$ cat config.mk
export PLATFORM = sky130hd
export DESIGN_NAME = dual_clk_fifo
export DESIGN_NICKNAME = d
export VERILOG_FILES = /design/src/rtl/dual_clk_fifo_pkg.sv /design/src/rtl/dual_clk_fifo_mem.sv /design/src/rtl/dual_clk_fifo.sv
export SDC_FILE = /design/constraint.sdc
export NUM_CORES = 1
export LEC_CHECK = 0
export ABC_AREA = 1
export CAP_MARGIN = 20
export CORE_MARGIN = 4
export CORE_UTILIZATION = 30
export CTS_CLUSTER_DIAMETER = 30
export DETAILED_ROUTE_END_ITERATION = 16
export SLEW_MARGIN = 5
export SYNTH_ARGS = -nofsm -noshare
export SYNTH_HDL_FRONTEND = slang
export SYNTH_SLANG_ARGS = --single-unit
$ cat constraint.sdc
create_clock -name wclk -period 1.35 [get_ports wclk]
set_input_delay 0.27 -clock wclk [delete_from_list [all_inputs] [get_ports wclk]]
set_output_delay 0.27 -clock wclk [all_outputs]
set_load 0.05 [all_outputs]
$ cat src/rtl/dual_clk_fifo_pkg.sv
// Shared constants and types for the single-clock FIFO.
package dual_clk_fifo_pkg;
    localparam int DSIZE_DEF = 8;
    localparam int ASIZE_DEF = 4;

    typedef logic [ASIZE_DEF:0]   ptr_t;
    typedef logic [DSIZE_DEF-1:0] word_t;
endpackage

$ cat src/rtl/dual_clk_fifo_mem.sv
// 2**ASIZE x DSIZE storage: synchronous write port, asynchronous read port, no reset.
module dual_clk_fifo_mem #(
    parameter int DSIZE = 8,
    parameter int ASIZE = 4
) (
    input  logic             wclk,
    input  logic             we,
    input  logic [ASIZE-1:0] waddr,
    input  logic [DSIZE-1:0] wdata,
    input  logic [ASIZE-1:0] raddr,
    output logic [DSIZE-1:0] rdata
);
    localparam int DEPTH = 1 << ASIZE;

    logic [DEPTH-1:0][DSIZE-1:0] mem;

    always_ff @(posedge wclk) begin
        if (we) mem[waddr] <= wdata;
    end

    assign rdata = mem[raddr];
endmodule

$ cat src/rtl/dual_clk_fifo.sv
// First-word fall-through FIFO, read and write on one clock (wclk/wrst_n).
// Optional occupancy output wlevel under macro DUAL_CLK_FIFO_LEVEL_EN.
module dual_clk_fifo
    import dual_clk_fifo_pkg::*;
#(
    parameter int DSIZE = DSIZE_DEF,
    parameter int ASIZE = ASIZE_DEF
) (
    input  logic             wclk,
    input  logic             wrst_n,
    input  logic [DSIZE-1:0] wdata,
    input  logic             winc,
    input  logic             rinc,
    output logic [DSIZE-1:0] rdata,
    output logic             wfull,
    output logic             rempty
`ifdef DUAL_CLK_FIFO_LEVEL_EN
    ,
    output logic [ASIZE:0]   wlevel
`endif
);
    logic [1:0]     rst_sync;
    logic           rst_n;
    logic [ASIZE:0] wptr, rptr;
    logic           wr_en, rd_en;

    // Assertion passes straight through; release is retimed by two flops.
    always_ff @(posedge wclk or negedge wrst_n) begin
        if (!wrst_n) rst_sync <= 2'b00;
        else         rst_sync <= {rst_sync[0], 1'b1};
    end
    assign rst_n = rst_sync[1];

    assign wr_en = winc & ~wfull;
    assign rd_en = rinc & ~rempty;

    always_ff @(posedge wclk or negedge rst_n) begin
        if (!rst_n) begin
            wptr <= '0;
            rptr <= '0;
        end else begin
            if (wr_en) wptr <= wptr + 1'b1;
            if (rd_en) rptr <= rptr + 1'b1;
        end
    end

    // Flags come only from registered pointers, never from winc/rinc.
    assign rempty = (wptr == rptr);
    assign wfull  = (wptr[ASIZE] != rptr[ASIZE]) &&
                    (wptr[ASIZE-1:0] == rptr[ASIZE-1:0]);

`ifdef DUAL_CLK_FIFO_LEVEL_EN
    assign wlevel = wptr - rptr;
`endif

    dual_clk_fifo_mem #(.DSIZE(DSIZE), .ASIZE(ASIZE)) u_mem (
        .wclk  (wclk),
        .we    (wr_en),
        .waddr (wptr[ASIZE-1:0]),
        .wdata (wdata),
        .raddr (rptr[ASIZE-1:0]),
        .rdata (rdata)
    );
endmodule

# Word level (Yosys, flattened, before mapping)
# Index checks and enable logic that the tools add are counted.
# word_totals
register_bits,140
latch_bits,0
mem_bits_rw,0
romBits,0
out_inout_bits,10
elab_cells,38
n_memories,0
# classes
n_addsub,2
n_mul,0
div_mod_pow,0
n_lt_le_gt_ge,3
eq_ne,3
shift,0
muxes,5
n_bitwise,4
reduce_logical,2
# ops
cell,n
$bwmux 128,1
$bmux 8 s4,1
$demux 8 s4,1
$mux 8,2
$add 5x1->5 const B,2
$lt 4x5->1 const B,2
$eq 5x5->1,1
$eq 4x4->1,1
$ge 4x1->1 const B,1
$and 1x1->1,2
$logic_and 1x1->1,2
$not 1->1,2
$ne 1x1->1,1

# Longest topological paths before layout
# depth
ltp_word,5
ltp_mapped,11
ltp_nobuf,9

# Cells and area by module
# Synthesis repeated with hierarchy kept, for this count alone.
# hier_totals
cells_unflattened,630
hier_area_um2,6317.3
# by_module_without_submodules
module,n_inst,cells_per_inst,area_each_um2,seq_area_each_um2
dual_clk_fifo_mem,1,544,5609.1,3843.7
dual_clk_fifo,1,86,708.2,300.3

# Worst setup path after synthesis
# No wires, ideal clock.
# synth_timing
path_kind,register to output
start,register rptr[0]
end,output port rdata[5]
arrival_ns,1.469
path_slack_ns,-0.389
stages_incl_launch_ff,12
path_buffers,2
path_cell_list,dfrtp_1 inv_2 buf_4 buf_2 nand2_1 nand2_1 nand2_1 o21ai_0 nand2_1 nand2_1 inv_1 nand2_1
# synth_between
elab_chain_len,2
# synth_rtl
item,line_no,source
from (decl),dual_clk_fifo.sv:24,"logic [ASIZE:0] wptr, rptr;"
from (signal assigned),dual_clk_fifo.sv:43,if (rd_en) rptr <= rptr + 1'b1;
$bmux 8 s4,dual_clk_fifo_mem.sv:21,assign rdata = mem[raddr];
$mux 8 (not written as such),dual_clk_fifo_mem.sv:21,
to (decl),dual_clk_fifo.sv:14,"output logic [DSIZE-1:0] rdata,"
# No other way between the ends. The select of a mux whose other input is x is not followed.

# Worst setup path after layout
# layout_timing
start,register rptr[0]
end,output port rdata[4]
# The elaborated chain is that of the path after synthesis.

==> flow_summary.json <==
{
  "cts_made_buffers": 17,
  "netlist_area_um2": 6023,
  "path_class": "flip-flop to primary output",
  "viasPerCell": 4.698,
  "slew_viol_final": 0,
  "cts.sinks": 140,
  "outcome": "finished, violations left",
  "syn_area_per_cell_um2": 10.72,
  "die_h_um": 149.7,
  "syn_nets": 579,
  "layout-drive-gt1-share": 0.3269,
  "port_buffers": 21,
  "synth_compound_area_frac": 0.04653,
  "grt_pass1_wl_um": 23980,
  "die_area_um2": 22410,
  "coreArea_um2": 19590,
  "synthMuxAreaShare": 0,
  "dp_hpwl_um": 9777,
  "grt_setup_unrepaired": "true",
  "hold_viol_final": 0,
  "synthSimpleGateAreaFrac": 0.2077,
  "postLayoutCoreUtil": 0.4448,
  "htree_levels": 4,
  "seqCellArea_um2": 4146,
  "first_pass_iters": 5,
  "cellLeakagePower_nw": 3.331,
  "cap_violations": 0,
  "min_path_type": "flip-flop to asynchronous set/reset pin",
  "synth_area_leader_cell": "edfxtp_1",
  "max_clock_freq_mhz": 452.4,
  "path_max_fanout": 10,
  "worst_slack_ns": -0.8605,
  "clockBufferDepth": 2,
  "cp.arrival_ns": 1.94,
  "routed_wl_um": 15980,
  "synth_top_family_by_area": "simple AND/OR/NAND/NOR gates",
  "drt_iter0_drc": 436,
  "clk_latency_ns": 0.43,
  "yosysUniqueCellTypes": 25,
  "stdcell_count": 938,
  "endpoint_kind": "primary output",
  "via_count": 4407,
  "fin_worst_skew_ns": 0.01001,
  "multi_input_area_um2": 2011,
  "syn_inst": 562,
  "overflow": 0,
  "critPathLaunchType": "flip-flop",
  "setup_violations": 148,
  "reg2reg_slack_ns": -0.57,
  "yosysTopAreaCellShare": 0.6381,
  "powerDensity_nw_per_um2": 2496,
  "wl_per_cell_um": 17.04,
  "final_nets": 677,
  "dp_cells": 887,
  "synth_enable_flop_cells": 128,
  "synth_most_common_cell": "nand2_1",
  "grt_max_degree": 43,
  "antenna_cells": 0,
  "synthTopCellsByCount": "154 x nand2_1, 128 x edfxtp_1, 98 x nor2_1",
  "async_flop_share": 0.08571,
  "violations": "negative setup slack",
  "period_share": 1.637,
  "synth_xor_area_frac": 0.007270,
  "finalWeightedCongestion": 0.8466,
  "track_usage": 0.1431,
  "io_pins": 22,
  "synthTopCellsByArea": "edfxtp_1 64%, nand2_1 9.6%, nor2_1 6.1%",
  "antenna_found_initial": 0,
  "grt_pass1_vias": 4343,
  "ys_warn_count": 0,
  "synth_fa_ha_area_frac": 0.01039,
  "path_clk_slew_ns": 0.06,
  "yosysSeqAreaShare": 0.6880,
  "drcViolationCount": 0,
  "area_growth_pct": 44.66,
  "cts_root_buf": "clkbuf_16",
  "synth_seq_cells": 140,
  "final.fill_count": 1767,
  "ys.flop_type": "edfxtp_1",
  "required_ns": 1.08,
  "finalCriticalPeriod_ns": 2.210,
  "die_w_um": 149.7,
  "rows": 51,
  "cts_tree": "done",
  "antenna_left": 0,
  "initial_core_util": 0.3075,
  "vdd.ir_drop.worst_mv": 1.137
}
## layout by cell type, fill, tap and decap left out, drive strengths merged, types with 3 or more instances in the layout
master         netlist  final
buf                 18     86
bufinv               0      7
clkbuf               6     23
clkdlybuf4s50        0     11
clkinv               1      9
dfrtp               12     12
edfxtp             128    128
ha                   5      5
inv                 26     24
nand2              156    156
nand3               38     38
nor2               110    110
o21ai               56     56
xor2                 3      3
## registers in the layout, indices dropped and copies added (netlist names)
name	flops
rst_sync	2
wptr	5
u_mem.mem	128
rptr	5
## layer usage
metal	up-vias	wire [um]	GRT usage
li1	2086	-	-
met1	2153	6907	0.1870
met2	142	7802	0.2299
met3	26	972	0.03543
met4	0	301	0.05627
met5	-	0	0
## layout make-up
cell class / instances / area share
clock buffer: 18 / 0.04925
clock inverter: 14 / 0.02843
inverter: 27 / 0.01407
multi-input combinational: 371 / 0.2308
sequential: 140 / 0.4759
tap: 265 / 0.03805
timing repair buffer: 103 / 0.1636
## logic make-up after synthesis
group	Yosys count
fa+ha+maj	5
other cells	1
simple gates	304
buf+inv	51
flops	140
compound gates	56
xor+xnor	5
## stage by stage
| stage | setup WS (ns) | power, W | hold slack (ns) | setup TNS (ns) | instance area, um2 |
|---|---|---|---|---|---|
| final | -0.8605 | 0.02175 | 0.1769 | -76.01 | 8713 |
| after global routing | -0.9362 | 0.02283 | 0.2199 | -87.59 | 8713 |
| after CTS | -0.8103 | 0.02067 | 0.2028 | -73.55 | 8300 |
| after detailed placement | -0.4366 | 0.01443 | 0.1961 | -53.27 | 7352 |
| after global placement | -0.4215 | 0.01434 | 0.1925 | -49.31 | 7352 |
| after floorplan | -0.2389 | 0.01077 | -0.02559 | -26.95 | 6223 |
## critical path, cell delays in order (launching register included)
cell       delay [ns]
dfrtp_2          0.44
buf_12           0.17
clkbuf_16        0.18
nor2_2           0.10
nor2_1           0.04
o21ai_0          0.08
nand3_1          0.19
nand3_2          0.12
nand2_4          0.05
buf_12           0.14
## path summary, 6_finish.rpt
path,start,end,depth (start not counted)
min in group wclk,rst_sync[0]$_DFF_PN0_,rst_sync[1]$_DFF_PN0_,0
setup / recovery,rptr[0]$_DFFE_PN0P_,rdata[4],9
max in group asynchronous,wrst_n,rst_sync[0]$_DFF_PN0_,2
setup reg to reg,rptr[0]$_DFFE_PN0P_,u_mem.mem[2]$_DFFE_PP_,11
hold / removal,rst_sync[1]$_DFF_PN0_,rptr[2]$_DFFE_PN0P_,0
hold reg to reg,rst_sync[1]$_DFF_PN0_,rptr[2]$_DFFE_PN0P_,0
## repair_timing
| action | in CTS | in global routing |
|---|---|---|
| hold endpoints to repair | 2 | 0 |
| gates resized for setup | 59 | 52 |
| hold buffers | 1 | 0 |
| cloned | 3 | 6 |
| pin swaps | 15 | 12 |
| buffers inserted | 5 | 7 |
| setup endpoints to repair | 148 | 148 |
## power by group
part / switching (W) / internal, W
logic: 0.00601 / 0.00489
clock network: 0.00170 / 0.00362
registers: 0.000274 / 0.00526
total: 0.00798 / 0.0138
Power figures use the tool's default switching activity.
